==> config.mk <==
export PLATFORM = sky130hd
export DESIGN_NAME = player2_status_tx
export DESIGN_NICKNAME = d
export VERILOG_FILES = /design/src/rtl/player2_spi_pkg.sv /design/src/rtl/spi_edge_sync.sv /design/src/rtl/player2_status_tx.sv
export SDC_FILE = /design/constraint.sdc
export NUM_CORES = 1
export LEC_CHECK = 0
export BUFFER_PORTS_ARGS = -buffer_cell sky130_fd_sc_hd__buf_4
export CORE_MARGIN = 4
export CORE_UTILIZATION = 58
export CTS_CLUSTER_DIAMETER = 60
export CTS_CLUSTER_SIZE = 25
export DETAILED_ROUTE_END_ITERATION = 16
export PLACE_DENSITY = 0.84
export REMOVE_ABC_BUFFERS = 1
export SLEW_MARGIN = 20
export SYNTH_ARGS = -nofsm -noshare
export SYNTH_HDL_FRONTEND = slang
export SYNTH_SLANG_ARGS = --single-unit
==> constraint.sdc <==
create_clock -name clk -period 5 [get_ports clk]
set_clock_uncertainty 0.15 [all_clocks]
set_input_delay 0.5 -clock clk [delete_from_list [all_inputs] [get_ports clk]]
set_output_delay 0.5 -clock clk [all_outputs]
set_load 0.01 [all_outputs]
==> src/rtl/player2_spi_pkg.sv <==
// Shared types and constants for the Player 2 SPI status transmitter.
package player2_spi_pkg;

  typedef enum logic [1:0] {
    IDLE  = 2'd0,
    SHIFT = 2'd1,
    WAIT  = 2'd2
  } tx_state_t;

  localparam int          SPI_FRAME_BITS = 8;
  localparam int          BIT_CNT_W      = $clog2(SPI_FRAME_BITS);
  localparam logic [7:0]  IDLE_BYTE      = 8'h00;

endpackage

==> src/rtl/spi_edge_sync.sv <==
// Edge detector for an asynchronous SPI input (spi_clk or spi_cs).
// Build option PLAYER2_TX_SYNC_EN: when defined, the input first passes a
// 2-flop synchronizer (input-to-edge latency 3 clk); otherwise the raw input
// is compared against one edge-detect register (latency 1 clk).
// All registers clear to 0 so a reset taken while CS is low cannot manufacture
// a falling edge; a fresh CS fall is needed to start the next frame.
module spi_edge_sync (
  input  logic clk,
  input  logic rst,
  input  logic din,
  output logic rise,
  output logic fall
);

  logic level;
  logic prev_reg;

`ifdef PLAYER2_TX_SYNC_EN
  logic [1:0] sync_reg;

  // Two-stage metastability synchronizer.
  always_ff @(posedge clk) begin
    if (!rst) sync_reg <= 2'b00;
    else      sync_reg <= {sync_reg[0], din};
  end

  assign level = sync_reg[1];
`else
  assign level = din;
`endif

  // Previous-sample register used for rise/fall pulse generation.
  always_ff @(posedge clk) begin
    if (!rst) prev_reg <= 1'b0;
    else      prev_reg <= level;
  end

  assign rise = level & ~prev_reg;
  assign fall = ~level & prev_reg;

endmodule

==> src/rtl/player2_status_tx.sv <==
// SPI mode-0 slave transmitter: ships one status byte per chip-select frame,
// MSB first, from a one-deep valid/ready holding register.
// Build option PLAYER2_TX_SYNC_EN selects 2-flop input synchronizers inside
// spi_edge_sync; default build uses a single edge-detect register.
module player2_status_tx
  import player2_spi_pkg::*;
(
  input  logic       clk,
  input  logic       rst,
  input  logic       spi_clk,
  input  logic       spi_cs,
  output logic       spi_miso,
  output logic       miso_oe,
  input  logic [7:0] tx_data,
  input  logic       tx_valid,
  output logic       tx_ready,
  output logic       tx_done,
  output logic       tx_abort,
  output logic       busy
);

  logic sclk_rise, sclk_fall;
  logic cs_rise, cs_fall;

  spi_edge_sync u_sclk_sync (
    .clk  (clk),
    .rst  (rst),
    .din  (spi_clk),
    .rise (sclk_rise),
    .fall (sclk_fall)
  );

  spi_edge_sync u_cs_sync (
    .clk  (clk),
    .rst  (rst),
    .din  (spi_cs),
    .rise (cs_rise),
    .fall (cs_fall)
  );

  tx_state_t              state_reg;
  logic [7:0]             hold_reg;
  logic                   hold_full_reg;
  logic [7:0]             shift_reg;
  logic [BIT_CNT_W-1:0]   bit_cnt_reg;
  logic                   oe_reg;
  logic                   done_reg;
  logic                   abort_reg;

  logic accept;
  assign accept = tx_valid && !hold_full_reg;

  // Frame FSM, holding register, shifter and registered status pulses.
  always_ff @(posedge clk) begin
    if (!rst) begin
      state_reg     <= IDLE;
      hold_reg      <= 8'h00;
      hold_full_reg <= 1'b0;
      shift_reg     <= 8'h00;
      bit_cnt_reg   <= '0;
      oe_reg        <= 1'b0;
      done_reg      <= 1'b0;
      abort_reg     <= 1'b0;
    end else begin
      done_reg  <= 1'b0;
      abort_reg <= 1'b0;

      // Output enable tracks the synchronized CS level through its edges.
      if (cs_fall)      oe_reg <= 1'b1;
      else if (cs_rise) oe_reg <= 1'b0;

      // A write landing on the load cycle of an empty hold is kept for the
      // next frame; the current frame still sends the idle byte.
      if (accept) begin
        hold_reg      <= tx_data;
        hold_full_reg <= 1'b1;
      end

      case (state_reg)
        IDLE: begin
          if (cs_fall) begin
            state_reg   <= SHIFT;
            bit_cnt_reg <= '0;
            if (hold_full_reg) begin
              shift_reg     <= hold_reg;
              hold_full_reg <= 1'b0;
            end else begin
              shift_reg <= IDLE_BYTE;
            end
          end
        end
        SHIFT: begin
          // CS release wins over any SCLK edge seen on the same cycle.
          if (cs_rise) begin
            abort_reg <= 1'b1;
            state_reg <= IDLE;
          end else if (sclk_rise) begin
            bit_cnt_reg <= bit_cnt_reg + 1'b1;
            if (bit_cnt_reg == BIT_CNT_W'(SPI_FRAME_BITS - 1)) begin
              done_reg  <= 1'b1;
              state_reg <= WAIT;
            end
          end else if (sclk_fall) begin
            shift_reg <= {shift_reg[6:0], 1'b0};
          end
        end
        WAIT: begin
          if (cs_rise) state_reg <= IDLE;
        end
        default: state_reg <= IDLE;
      endcase
    end
  end

  assign spi_miso = (state_reg == SHIFT) ? shift_reg[7] : 1'b0;
  assign miso_oe  = oe_reg;
  assign tx_ready = !hold_full_reg;
  assign tx_done  = done_reg;
  assign tx_abort = abort_reg;
  assign busy     = (state_reg != IDLE);

endmodule

== Yosys cells after proc, flatten, opt, wreduce, memory -nomap -nowiden ==
Index checks and enable logic that the tools add are counted.
Widths: inputs -> output; s select.

* Add/subtract/negate cells: 1
* $mul: 0
* Divide/modulo/power cells: 0
* Order comparisons: 0
* Eq/ne operators: 11
* Shifts and indexed selects: 0
* Muxes and demuxes: 25
* Bitwise gates (word level): 11
* Reduce and logical (&&, ||, !) cells: 11

{| class="wikitable"
|+ Operator list
! operator !! count
|-
| $mux 8 || 5
|-
| $pmux 8 s2 || 1
|-
| $ne 2x2->1 const B || 6
|-
| $mux 2 || 5
|-
| $mux 1 || 9
|-
| $mux 3 || 3
|-
| $reduce_and 4->1 || 2
|-
| $not 1->1 || 7
|-
| $ne 3x3->1 const B || 2
|-
| $pmux 2 s3 || 1
|-
| $pmux 3 s2 || 1
|-
| $reduce_bool 2->1 || 3
|-
| $reduce_and 5->1 || 1
|-
| $and 1x1->1 || 4
|-
| $reduce_or 4->1 || 1
|-
| $add 3x1->3 const B || 1
|-
| $eq 3x3->1 const B || 1
|-
| $eq 2x1->1 const B || 1
|-
| $eq 2x2->1 const B || 1
|-
| $logic_not 2->1 || 1
|-
| $reduce_and 2->1 || 1
|-
| $logic_and 1x1->1 || 1
|-
| $logic_not 1->1 || 1
|}

* Register bits: 27
* Bits in latches: 0
* RAM bits: 0
* ROM bits: 0
* Output and inout port bits: 6
* Word-level logic and storage cells: 69
* Memories: 0

== Depth between registers and ports, before layout ==
* Depth after elaboration: 6
* Depth in mapped cells: 7
* Gate-level depth less buffers: 6

== Modules after synthesis ==
A second synthesis with hierarchy kept.

* Cell total of the unflattened synthesis: 121
* Area, all modules: 1141.1 sq um

{| class="wikitable"
|+ Modules (own cells, without submodules)
! module !! instances !! cells each !! area each (sq um) !! seq. area each (sq um)
|-
| player2_status_tx || 1 || 113 || 1063.5 || 500.5
|-
| spi_edge_sync || 2 || 4 || 38.8 || 20.0
|}

== Worst setup path before layout ==
OpenSTA, ideal clock, no wires.

* Path type: input port to flip-flop
* Start: input spi_cs
* End: register shift_reg[1]
* Library setup time: 116 ps
* Arrival: 1480 ps
* Data required time: 4734 ps
* Slack: 3254 ps
* Cell stages on the path: 6
* Buffers on the path: 1
* Cells stage by stage: ha_1 nand4bb_2 a21oi_4 buf_6 nand3_2 o211a_1

* Cells in the longest elaborated chain, start to end: 4
* Elaborated cells on any way between the ends: 6
* Classes of those cells: 2 x eq/ne; 3 x bitwise; 1 x reduce/logical

{| class="wikitable"
|+ RTL lines
! element !! RTL line !! RTL
|-
| start, declared || player2_status_tx.sv:11 || <nowiki>input logic spi_cs,</nowiki>
|-
| $not 1->1 || spi_edge_sync.sv:39 || <nowiki>assign fall = ~level & prev_reg;</nowiki>
|-
| $and 1x1->1 || spi_edge_sync.sv:39 ||
|-
| $ne 2x2->1 (no line) || -- ||
|-
| $reduce_and 5->1 (no line) * || -- ||
|-
| end signal, assigned || player2_status_tx.sv:85 || <nowiki>shift_reg <= hold_reg;</nowiki>
|-
| end signal, assigned || player2_status_tx.sv:104 || <nowiki>shift_reg <= {shift_reg[6:0], 1'b0};</nowiki>
|-
| end, declared || player2_status_tx.sv:44 || <nowiki>logic [7:0] shift_reg;</nowiki>
|}

Every way passes the cells marked *; elsewhere a longest branch is shown, timed or not.
A chain may end at the register's enable or synchronous reset.

== Worst setup path after layout ==
* Start: register state_reg[0]
* End: output spi_miso

* Cells in the longest elaborated chain, start to end: 2

{| class="wikitable"
|+ RTL lines
! element !! RTL line !! RTL
|-
| start, declared || player2_status_tx.sv:41 || <nowiki>tx_state_t state_reg;</nowiki>
|-
| start signal, assigned || player2_status_tx.sv:56 || <nowiki>state_reg <= IDLE;</nowiki>
|-
| start signal, assigned || player2_status_tx.sv:82 || <nowiki>state_reg <= SHIFT;</nowiki>
|-
| start signal, assigned || player2_status_tx.sv:96 || <nowiki>state_reg <= IDLE;</nowiki>
|-
| $eq 2x1->1 || player2_status_tx.sv:115 || <nowiki>assign spi_miso = (state_reg == SHIFT) ? shift_reg[7] : 1'b0;</nowiki>
|-
| $mux 1 || player2_status_tx.sv:115 ||
|-
| end, declared || player2_status_tx.sv:12 || <nowiki>output logic spi_miso,</nowiki>
|}

No other way between the ends.

==> results.json <==
{
  "syn_area_um2": 1206,
  "layout_common_cells": "nand2_1 (28), dfxtp_1 (27), buf_4 (18), nand3_1 (12), a21boi_1 (8)",
  "cp_num_buf_inv": 1,
  "ys_ff_latch": 27,
  "start_util_pct": 61.48,
  "status": "complete, no violations",
  "die_x_um": 53.60,
  "setup_viol": 0,
  "overflow": 0,
  "min_to": "u_cs_sync.prev_reg",
  "rsz0062_at_grt": "no",
  "cts_max_level": 1,
  "cts_root_buffer": "clkbuf_4",
  "fin_util_pct": 69.58,
  "fp.coreArea_um2": 1962,
  "cp_slowest_stage_delay_ns": 0.49,
  "tns_ns": 0,
  "grt_antenna_before_repair": 0,
  "worst_pin_slew_ns": 0.5606,
  "avgViaCountPerCell": 5.455,
  "p_per_area_nw_per_um2": 269.1,
  "fin_crit_sh_pct": 44.78,
  "std_cell_rows": 16,
  "wl_met2_um": 1126,
  "n_antenna_cell": 0,
  "critPathMaxFanout": 12,
  "grt_pass1_vias": 887,
  "wl_per_cell_um": 12.84,
  "crit_family": "simple AND/OR/NAND/NOR gates",
  "path_clk_slew_ns": 0.15,
  "drv_cap": 0,
  "final_layout_size_suffix_gt1_share_pct": 20.13,
  "grt_max_degree": 31,
  "syn_to_final_growth_pct": 13.17,
  "clk_latency_ns": 0.32,
  "r2r_cells": 6,
  "endpoint_kind": "output pin",
  "drc": 0,
  "start_kind": "flop",
  "gp_congestion": 0.7780,
  "via_count": 960,
  "dieArea_um2": 2873,
  "nets": 167,
  "min_delay_path_depth": 2,
  "cp_slowest_cell": "nor2b_2",
  "routed-wl-met3_um": 68,
  "fin_cells": 176,
  "die_height_um": 53.60,
  "post_cts_buffers": 0,
  "post-dp-hpwl_um": 1624,
  "crit_type": "reg2out",
  "crit_required_ns": 4.35,
  "cts_max_path_buffers": 2,
  "yosysWarningCount": 0,
  "hold_buffers": 0,
  "cts.repair.resized": 0,
  "fill_cells": 168,
  "syn_area_per_cell_um2": 8.934,
  "worstPathArrival_ns": 1.59,
  "max-slew-margin-rel_pct": 62.55,
  "p_leak_uw": 0.0006104,
  "ant_nets": 0,
  "grtUsageTotal_pct": 18.14,
  "top_layer_used": "met4",
  "r2r_end": "shift_reg[4]",
  "finalCriticalPeriod_ns": 2.239,
  "worstHoldStart": "spi_cs",
  "r2r_setup_slack_ns": 3.19,
  "ys_seq_area_share_pct": 44.81,
  "wirelength_um": 2260,
  "mostFrequentLayoutCell": "nand2_1",
  "hold_viol": 0,
  "synth_cell_types": 32,
  "grt_first_pass_wirelength_um": 3795,
  "rr_startpoint": "u_cs_sync.prev_reg",
  "place_area_um2": 1335,
  "design_area_um2": 1365,
  "drt-met1-wl_um": 1055,
  "cts.sinks": 27,
  "dp.cells": 172,
  "netlist_instances": 135,
  "drt_pass1_iterations": 4,
  "ir_worst_vdd_mv": 0.2035,
  "cts_tree": "built",
  "final-max-slew-violation-count": 0,
  "path_cells": "nor2b_2 > and2_1 > buf_4",
  "drtIter0Drc": 22,
  "fmax_ghz": 0.4466,
  "cts_buffers": 3,
  "portBuffers": 18,
  "boundaryPins": 19,
  "min_path_type": "in2reg"
}
## how the worst max path moves through the flow
stage	startpoint	to	slack (ns)	cells after the start
floorplan	spi_cs	shift_reg[3]	3.21	5
global placement	spi_cs	shift_reg[7]	3.01	6
detailed placement	spi_cs	shift_reg[4]	2.92	6
CTS	state_reg[0]	spi_miso	2.75	3
global route	state_reg[0]	spi_miso	2.64	3
finish	state_reg[0]	spi_miso	2.76	3
## cells in the mapped netlist
master      n  share of area [%]
clkbuf_1    4                1.2
buf_1       1               0.31
ha_1        4                4.1
nor2b_2     1               0.73
nand4bb_1   1               0.93
inv_2       1               0.31
nor3_1      1               0.41
nand4b_1    1               0.73
mux2i_1     2                1.7
buf_2       2               0.83
nand2b_2    1               0.73
nand3_2     2                1.7
inv_1       4                1.2
nor2_1      3               0.93
o21ai_1     4                1.7
nand3b_1    2                1.2
a21boi_1    8                5.0
nand2_1    28                8.7
nand3_1    12                5.0
dfxtp_1    27                 45
and2_1      3                1.6
a31oi_1     1               0.52
nor2b_1     2                1.0
nand4bb_2   1                1.3
a21oi_2     1               0.73
a21oi_4     1                1.3
nand4_1     3                1.6
nand2b_1    3                1.6
a21oi_1     2               0.83
buf_6       1               0.93
o211a_1     7                5.8
and3_1      1               0.52
## where the power goes
| part | internal, uW | switching, uW |
|---|---|---|
| Combinational | 20.1 | 21.3 |
| Sequential | 224 | 6.95 |
| Clock | 30.6 | 64.1 |
| Total | 275 | 92.4 |
## area by class of cell
cell class / instances / area, um^2 / area share (%)
clock inverters: 1 / 7.507 / 0.5500
flip-flops and latches: 27 / 540.5 / 39.60
repair buffers: 18 / 135.1 / 9.899
well taps: 27 / 33.78 / 2.475
inverters: 5 / 18.77 / 1.375
multi-input cells: 95 / 606.8 / 44.45
clock buffers: 3 / 22.52 / 1.650
## stage by stage
step	hold slack, ns	total power (uW)	worst slack (ns)
after floorplan	0.2821	258.0	3.212
after global placement	0.2912	274.9	3.015
after detailed placement	0.3010	277.6	2.919
after CTS	0.2309	370.8	2.752
after global routing	0.2433	385.9	2.639
final	0.2418	367.3	2.761
## routing by layer
layer  vias to the layer above  global-route usage (%)
met5                         -                       0
li1                        490                       -
met1                       450                   22.41
met2                        18                   31.43
met3                         2                   3.324
met4                         0                   6.383
## cells by family (layout without fill, tap and decap cells)
group,count (synthesis),in the layout,synth area share [%]
fa+ha+maj,4,4,4.150
simple gates,65,65,28.63
compound gates,24,24,15.87
buf+inv,13,27,4.874
flops,27,27,44.81
mux,2,2,1.660
(Power assumes the default switching activity.)
